$ cat config.mk
export PLATFORM = sky130hd
export DESIGN_NAME = trng_byte_reader
export DESIGN_NICKNAME = d
export VERILOG_FILES = /design/src/rtl/trng_pkg.sv /design/src/rtl/trng_rep_counter.sv /design/src/rtl/trng_byte_reader.sv
export SDC_FILE = /design/constraint.sdc
export NUM_CORES = 1
export LEC_CHECK = 0
export CAP_MARGIN = 20
export CORE_UTILIZATION = 37
export CTS_CLUSTER_SIZE = 24
export DETAILED_ROUTE_END_ITERATION = 7
export SETUP_SLACK_MARGIN = 0.15
export SLEW_MARGIN = 10
export SYNTH_ARGS = -nofsm -noshare
export SYNTH_HDL_FRONTEND = slang
export SYNTH_SLANG_ARGS = --single-unit
$ cat constraint.sdc
create_clock -name clk -period 6.2 [get_ports clk]
set_clock_uncertainty 0.2 [all_clocks]
set_input_delay 1.24 -clock clk [delete_from_list [all_inputs] [get_ports clk]]
set_output_delay 1.24 -clock clk [all_outputs]
set_load 0.01 [all_outputs]
$ cat src/rtl/trng_pkg.sv
// Shared types and constants for the ring-oscillator byte reader.
package trng_pkg;

    typedef enum logic [1:0] {
        IDLE = 2'd0,
        FILL = 2'd1,
        FULL = 2'd2,
        FAIL = 2'd3
    } trng_state_e;

    localparam int DEFAULT_REP_LIMIT = 32;
    localparam int BYTE_W            = 8;

endpackage

$ cat src/rtl/trng_rep_counter.sv
// Repetition-count health test: tracks the run length of identical sampled
// bits and pulses trip on the sample that makes the run reach REP_LIMIT.
module trng_rep_counter
    import trng_pkg::*;
#(
    parameter int REP_LIMIT = DEFAULT_REP_LIMIT
) (
    input  logic clk,
    input  logic rst_n,
    input  logic clear,
    input  logic sample,
    input  logic bit_in,
    output logic trip
);

    localparam int CNT_W = $clog2(REP_LIMIT + 1);
    localparam logic [CNT_W-1:0] LIMIT = CNT_W'(REP_LIMIT);

    logic [CNT_W-1:0] run_cnt_q, run_cnt_d, run_next;
    logic             prev_q, prev_d;

    // A zero count means no previous bit is known, so the run starts fresh.
    always_comb begin
        run_next  = (run_cnt_q == '0 || bit_in != prev_q) ? CNT_W'(1)
                                                          : run_cnt_q + CNT_W'(1);
        run_cnt_d = run_cnt_q;
        prev_d    = prev_q;
        if (sample) begin
            run_cnt_d = run_next;
            prev_d    = bit_in;
        end
        if (clear) begin
            run_cnt_d = '0;
            prev_d    = 1'b0;
        end
        trip = sample && (run_next == LIMIT);
    end

    always_ff @(posedge clk) begin
        if (!rst_n) begin
            run_cnt_q <= '0;
            prev_q    <= 1'b0;
        end else begin
            run_cnt_q <= run_cnt_d;
            prev_q    <= prev_d;
        end
    end

endmodule

$ cat src/rtl/trng_byte_reader.sv
// Samples the RO bit stream, health-tests it and packs accepted bits MSB-first
// into bytes on a valid/ready port. TRNG_VN_DEBIAS_EN enables von Neumann debias.
module trng_byte_reader
    import trng_pkg::*;
#(
    parameter int REP_LIMIT = DEFAULT_REP_LIMIT
) (
    input  logic              clk,
    input  logic              rst_n,
    input  logic              en,
    input  logic              raw_bit,
    input  logic              sample_stb,
    output logic [BYTE_W-1:0] byte_out,
    output logic              byte_valid,
    input  logic              byte_ready,
    output logic              health_fail
);

    localparam logic [3:0] LAST_BIT = 4'(BYTE_W - 1);
    localparam logic [3:0] FULL_CNT = 4'(BYTE_W);

    trng_state_e       state_q, state_d;
    logic              sync_meta_q, sync_q;
    logic [BYTE_W-1:0] shift_q, shift_d, out_q, out_d, new_byte;
    logic [3:0]        bit_cnt_q, bit_cnt_d;
    logic              valid_q, valid_d, fail_q, fail_d;
    logic              sample, accept, acc_bit, byte_done, handoff, out_free, trip;

    assign sample    = sample_stb && en && (state_q == FILL || state_q == FULL);
    assign handoff   = valid_q && byte_ready;
    assign out_free  = !valid_q || handoff;
    assign byte_done = accept && (bit_cnt_q == LAST_BIT);
    assign new_byte  = {shift_q[BYTE_W-2:0], acc_bit};

    trng_rep_counter #(.REP_LIMIT(REP_LIMIT)) u_rep (
        .clk    (clk),
        .rst_n  (rst_n),
        .clear  (!en),
        .sample (sample),
        .bit_in (sync_q),
        .trip   (trip)
    );

`ifdef TRNG_VN_DEBIAS_EN
    logic pair_have_q, pair_have_d, pair_bit_q, pair_bit_d;

    // Non-overlapping pairs; an unequal pair yields its first bit.
    always_comb begin
        pair_have_d = pair_have_q;
        pair_bit_d  = pair_bit_q;
        accept      = 1'b0;
        acc_bit     = pair_bit_q;
        if (sample) begin
            if (!pair_have_q) begin
                pair_have_d = 1'b1;
                pair_bit_d  = sync_q;
            end else begin
                pair_have_d = 1'b0;
                accept      = (state_q == FILL) && (sync_q != pair_bit_q);
            end
        end
        if (!en) begin
            pair_have_d = 1'b0;
            pair_bit_d  = 1'b0;
        end
    end

    always_ff @(posedge clk) begin
        if (!rst_n) begin
            pair_have_q <= 1'b0;
            pair_bit_q  <= 1'b0;
        end else begin
            pair_have_q <= pair_have_d;
            pair_bit_q  <= pair_bit_d;
        end
    end
`else
    always_comb begin
        accept  = sample && (state_q == FILL);
        acc_bit = sync_q;
    end
`endif

    always_comb begin
        state_d = state_q;
        case (state_q)
            IDLE: if (en) state_d = FILL;
            FILL: begin
                if (!en)                          state_d = IDLE;
                else if (byte_done && !out_free)  state_d = FULL;
            end
            FULL: begin
                if (!en)          state_d = IDLE;
                else if (handoff) state_d = FILL;
            end
            FAIL: state_d = FAIL;
        endcase
        if (trip) state_d = FAIL;
    end

    // A completed byte waits in shift_q (FULL) while the output is occupied.
    always_comb begin
        shift_d   = shift_q;
        bit_cnt_d = bit_cnt_q;
        out_d     = out_q;
        valid_d   = valid_q && !handoff;
        fail_d    = fail_q || trip;
        if (accept) begin
            if (byte_done && out_free) begin
                out_d     = new_byte;
                valid_d   = 1'b1;
                shift_d   = '0;
                bit_cnt_d = '0;
            end else if (byte_done) begin
                shift_d   = new_byte;
                bit_cnt_d = FULL_CNT;
            end else begin
                shift_d   = new_byte;
                bit_cnt_d = bit_cnt_q + 4'd1;
            end
        end
        if (state_q == FULL && handoff && en) begin
            out_d     = shift_q;
            valid_d   = 1'b1;
            shift_d   = '0;
            bit_cnt_d = '0;
        end
        if (!en) begin
            shift_d   = '0;
            bit_cnt_d = '0;
        end
        if (trip) begin
            valid_d   = 1'b0;
            shift_d   = '0;
            bit_cnt_d = '0;
        end
    end

    always_comb begin
        byte_out    = out_q;
        byte_valid  = valid_q;
        health_fail = fail_q;
    end

    always_ff @(posedge clk) begin
        if (!rst_n) begin
            state_q     <= IDLE;
            sync_meta_q <= 1'b0;
            sync_q      <= 1'b0;
            shift_q     <= '0;
            bit_cnt_q   <= '0;
            out_q       <= '0;
            valid_q     <= 1'b0;
            fail_q      <= 1'b0;
        end else begin
            state_q     <= state_d;
            sync_meta_q <= raw_bit;
            sync_q      <= sync_meta_q;
            shift_q     <= shift_d;
            bit_cnt_q   <= bit_cnt_d;
            out_q       <= out_d;
            valid_q     <= valid_d;
            fail_q      <= fail_d;
        end
    end

endmodule

==> summary.md <==
The post-cts gate resize count is 0, and the number of input and output port buffers inserted is 15. The total instance count after detailed placement is 248. The final RePlAce weighted congestion is 0.7934, and the net count of the finished layout is 217. For the residual antenna-violating net count after detailed routing, the log shows 0. The wire length reported by the detailed router came out at 3310 um. The flow ran to the end, and the final reports show no timing, DRC or antenna violations. CTS built an H-tree with a depth of 2.

The critical path launch point type is an input port. The share of synthesized flip-flops with an asynchronous set or reset is 0%. Max-cap violations in this run came to 0. Derived from the worst setup path, the maximum achievable clock frequency is 265.8 MHz. The run gives 5 as the number of buffers added by the clock tree synthesis step. The post-synthesis cell type count is 38, and the standby leakage power is 0.8045 nW. The number of register bits inferred by synthesis is 33.

Of all cell types, the one taking the most synthesized area is sky130_fd_sc_hd__dfxtp_1. Once the floorplan was initialized, standard cells occupied 38.36% of the core. The final-report setup violation count was 0; the slew at the pin closest to its max-slew limit was 0.9991 ns. By area, the combinational part of the netlist is dominated by compound AO/OA/AOI/OAI gates. Worst flop-to-flop path startpoint: state_q[0]. The number of antenna violations at the first check in global routing came out at 0. CTS placed an instance of sky130_fd_sc_hd__clkbuf_8 at the clock tree root.

After detailed routing, the wire length on met1 is 1705 um. In the synthesized netlist the dominant register cell turns out to be sky130_fd_sc_hd__dfxtp_1. The mapped netlist covers 0.001670 mm2. Final sum of negative setup slack: 0 ns.

The number of placement rows came out at 24. The wire length per cell after detailed routing came out at 12.93 um. The path class of the tightest hold or removal check is register to register. The simple logic cell fraction of the synthesized area came out at 20.45%. The sort of element at the end of the critical path was a register. The run gives 0 as the number of warning messages in the yosys log. Dividing total power by cell area gives a power density of 235.3 mW/mm2. The clock latency of the later-clocked register in the worst-skew pair is 0.29 ns, and the final routed DRC violation total is 0.

The final critical path time including I/O delays and setup was 3.763 ns. Summing the areas of all compound-gate instances in the mapped netlist gives 21.35% of the synthesized area. Number of enable flip-flop cells after synthesis: 0. In the detailed route, the total length drawn on met2 is 1424 um. The die is 69.19 um tall. The full die area is 0.004787 mm2. The number of antenna diodes came out at 0.

The synthesized netlist cell count was 189. Setup repair after global routing left no endpoint under its margin. After clock tree synthesis, the clock-pin slew on the worst setup and hold paths is 0.07 ns.

Leaving out filler cells and counting taps, the final layout contains 256. After the first detailed-routing iteration, the DRC count stood at 54. The number of top-level pins was 16; the post-synthesis to final-layout area growth was 17.38%. The number of max-slew violations in the final report came out at 0. In this run the biggest area consumer among cell types represents 39.55% of the synthesized area.

After clock tree synthesis, the flow added hold-fix buffers numbering 0. Multiplexer cells account for 6.592% of the synthesized area. Following the worst setup path forward leads to its endpoint at byte_out[1].

The normalized max-slew margin is 32.94%. By instance count, the leading cell after synthesis is sky130_fd_sc_hd__dfxtp_1. Summed over all nets, the half-perimeter wirelength after detailed placement is 2229 um. Highest metal layer with signal wires: met4. The detail-routed via count per cell was 5.211.

The xor/xnor share of the synthesized area came out at 2.097%. TritonCTS built the clock tree. A synthesized cell averages 8.838 um2. The first global-routing pass estimated 5740 um of wire.

Number of global-route vias before repair: 1246. The die boundary width is 69.19 um, and the met3 wire length is 154 um. The tools report the data arrival time at the worst-slack endpoint as 3.75 ns. In the final layout, the share of cells above drive strength 1 is 11.27%.

Buffers added to address setup during post-CTS repair amount to 0. The pre-antenna-repair detailed-routing pass consisted of 4 iterations. Measured on the finished design, the core utilization comes to 45.03%. IR analysis of the VDD net gives a maximum drop of 0.1287 mV. The run gives 6.19 ns as the worst endpoint required time. The maximum fanout along the worst path is 16, and the fill cell instance count of the final layout is 446. Ranked by total cell area, the synthesized netlist is headed by sky130_fd_sc_hd__dfxtp_1, sky130_fd_sc_hd__nand2_1, sky130_fd_sc_hd__mux2i_1, sky130_fd_sc_hd__ha_1, sky130_fd_sc_hd__o211a_1. Counting every net in the synthesized netlist gives 203.

The share of synthesized area occupied by flip-flops and latches was 39.55%; the number of clock sinks was 33. The run gives 2 as the buffer depth of the longest clock path. The worst register-to-register path ends at byte_out[1]. Summing over every cut layer, the via total after detailed routing is 1334. Entering global routing, the biggest net connects 17 pins. Summing the areas of all fa, ha and maj instances in the mapped netlist gives 5.993% of the synthesized area. Global routing finished with a remaining overflow of 0. The critical path in this run is classified as input port to register. The count of cells along the worst register-to-register path was 7. The commonest cells after synthesis are sky130_fd_sc_hd__dfxtp_1, sky130_fd_sc_hd__nand2_1, sky130_fd_sc_hd__nand3_1.

In the global route stage, overall resource usage came out at 14.95%. The final hold violation count was 0. For flop-to-flop paths, the worst setup slack is 3.33 ns. The final period utilization works out to 60.69%. The run gives 0.004354 mm2 as the standard cell core area. The critical path launch point is en.
==> layer usage <==
metal	vias up	global-route usage, %
met2	28	21.90
met4	0	6.122
met5	-	0
met3	2	5.378
li1	694	-
met1	610	19.85
==> through the flow <==
step	hold WS (ns)	power [W]	setup slack, ns	area (um2)
6_report	0.2375	0.0004613	2.437	1961
5_1_grt	0.2597	0.0004830	2.172	1961
4_1_cts	0.2409	0.0004680	2.411	1961
3_5_place_dp	0.2219	0.0002606	2.150	1846
3_3_place_gp	0.2202	0.0002608	2.221	1846
2_1_floorplan	0.2119	0.0002510	3.489	1670
==> area by class of cell <==
class | instances | area (um2) | area share, %
Timing Repair Buffer | 15 | 150.1 | 7.658
Clock inverter | 3 | 46.29 | 2.361
Tap cell | 52 | 65.06 | 3.318
Clock buffer | 5 | 68.82 | 3.510
Multi-Input combinational cell | 141 | 943.4 | 48.12
Sequential cell | 33 | 660.6 | 33.69
Inverter | 7 | 26.28 | 1.340
==> where the power goes <==
part	internal [W]	total, W	switching (W)	leakage (nW)
Sequential	0.000214	0.000217	0.00000270	0.266
Clock	0.000120	0.000206	0.0000853	0.0543
Combinational	0.0000162	0.0000386	0.0000223	0.484
==> cells by family after synthesis <==
family,Yosys count
AO/OA/AOI/OAI,47
XOR/XNOR,4
adder cells (fa/ha/maj),8
buffers and inverters,15
flip-flops,33
multiplexers,11
AND/OR/NAND/NOR,71
==> cells in the final DEF, fill, tap and decap left out, drive strengths merged, types with 4 or more instances in the layout <==
cell type       n
ha              8
dfxtp          33
a21oi          20
nor3            4
nand2          31
nand3          13
inv             7
o211a           8
clkdlybuf4s50  15
clkbuf          5
nor2           10
o21ai           8
mux2i          11
==> state kept, by name (all words and copies together) (netlist names) <==
signal and cells:
sync_meta_q 1, state_q 2, acc_bit 1, bit_cnt_q 4, u_rep.prev_q 1, health_fail 1, byte_valid 1, u_rep.run_cnt_q 6
byte_out 8, shift_q 8
==> worst max-delay path, stage by stage <==
cell                              delay (ns)
sky130_fd_sc_hd__clkdlybuf4s50_1        0.68
sky130_fd_sc_hd__and3_1                 0.33
sky130_fd_sc_hd__nand2_1                0.31
sky130_fd_sc_hd__o21ai_1                0.88
sky130_fd_sc_hd__nand2_1                0.13
sky130_fd_sc_hd__o211a_1                0.17
==> how the worst min path moves through the flow <==
stage	from	endpoint	slack, ns	cells past startpoint
2_1_floorplan	sync_meta_q	acc_bit	0.21	1
3_3_place_gp	sync_meta_q	acc_bit	0.22	1
3_5_place_dp	sync_meta_q	acc_bit	0.22	1
4_1_cts	sync_meta_q	acc_bit	0.24	1
5_1_grt	sync_meta_q	acc_bit	0.26	1
6_report	sync_meta_q	acc_bit	0.24	1
Note: power is estimated with default switching activity, not from simulation.
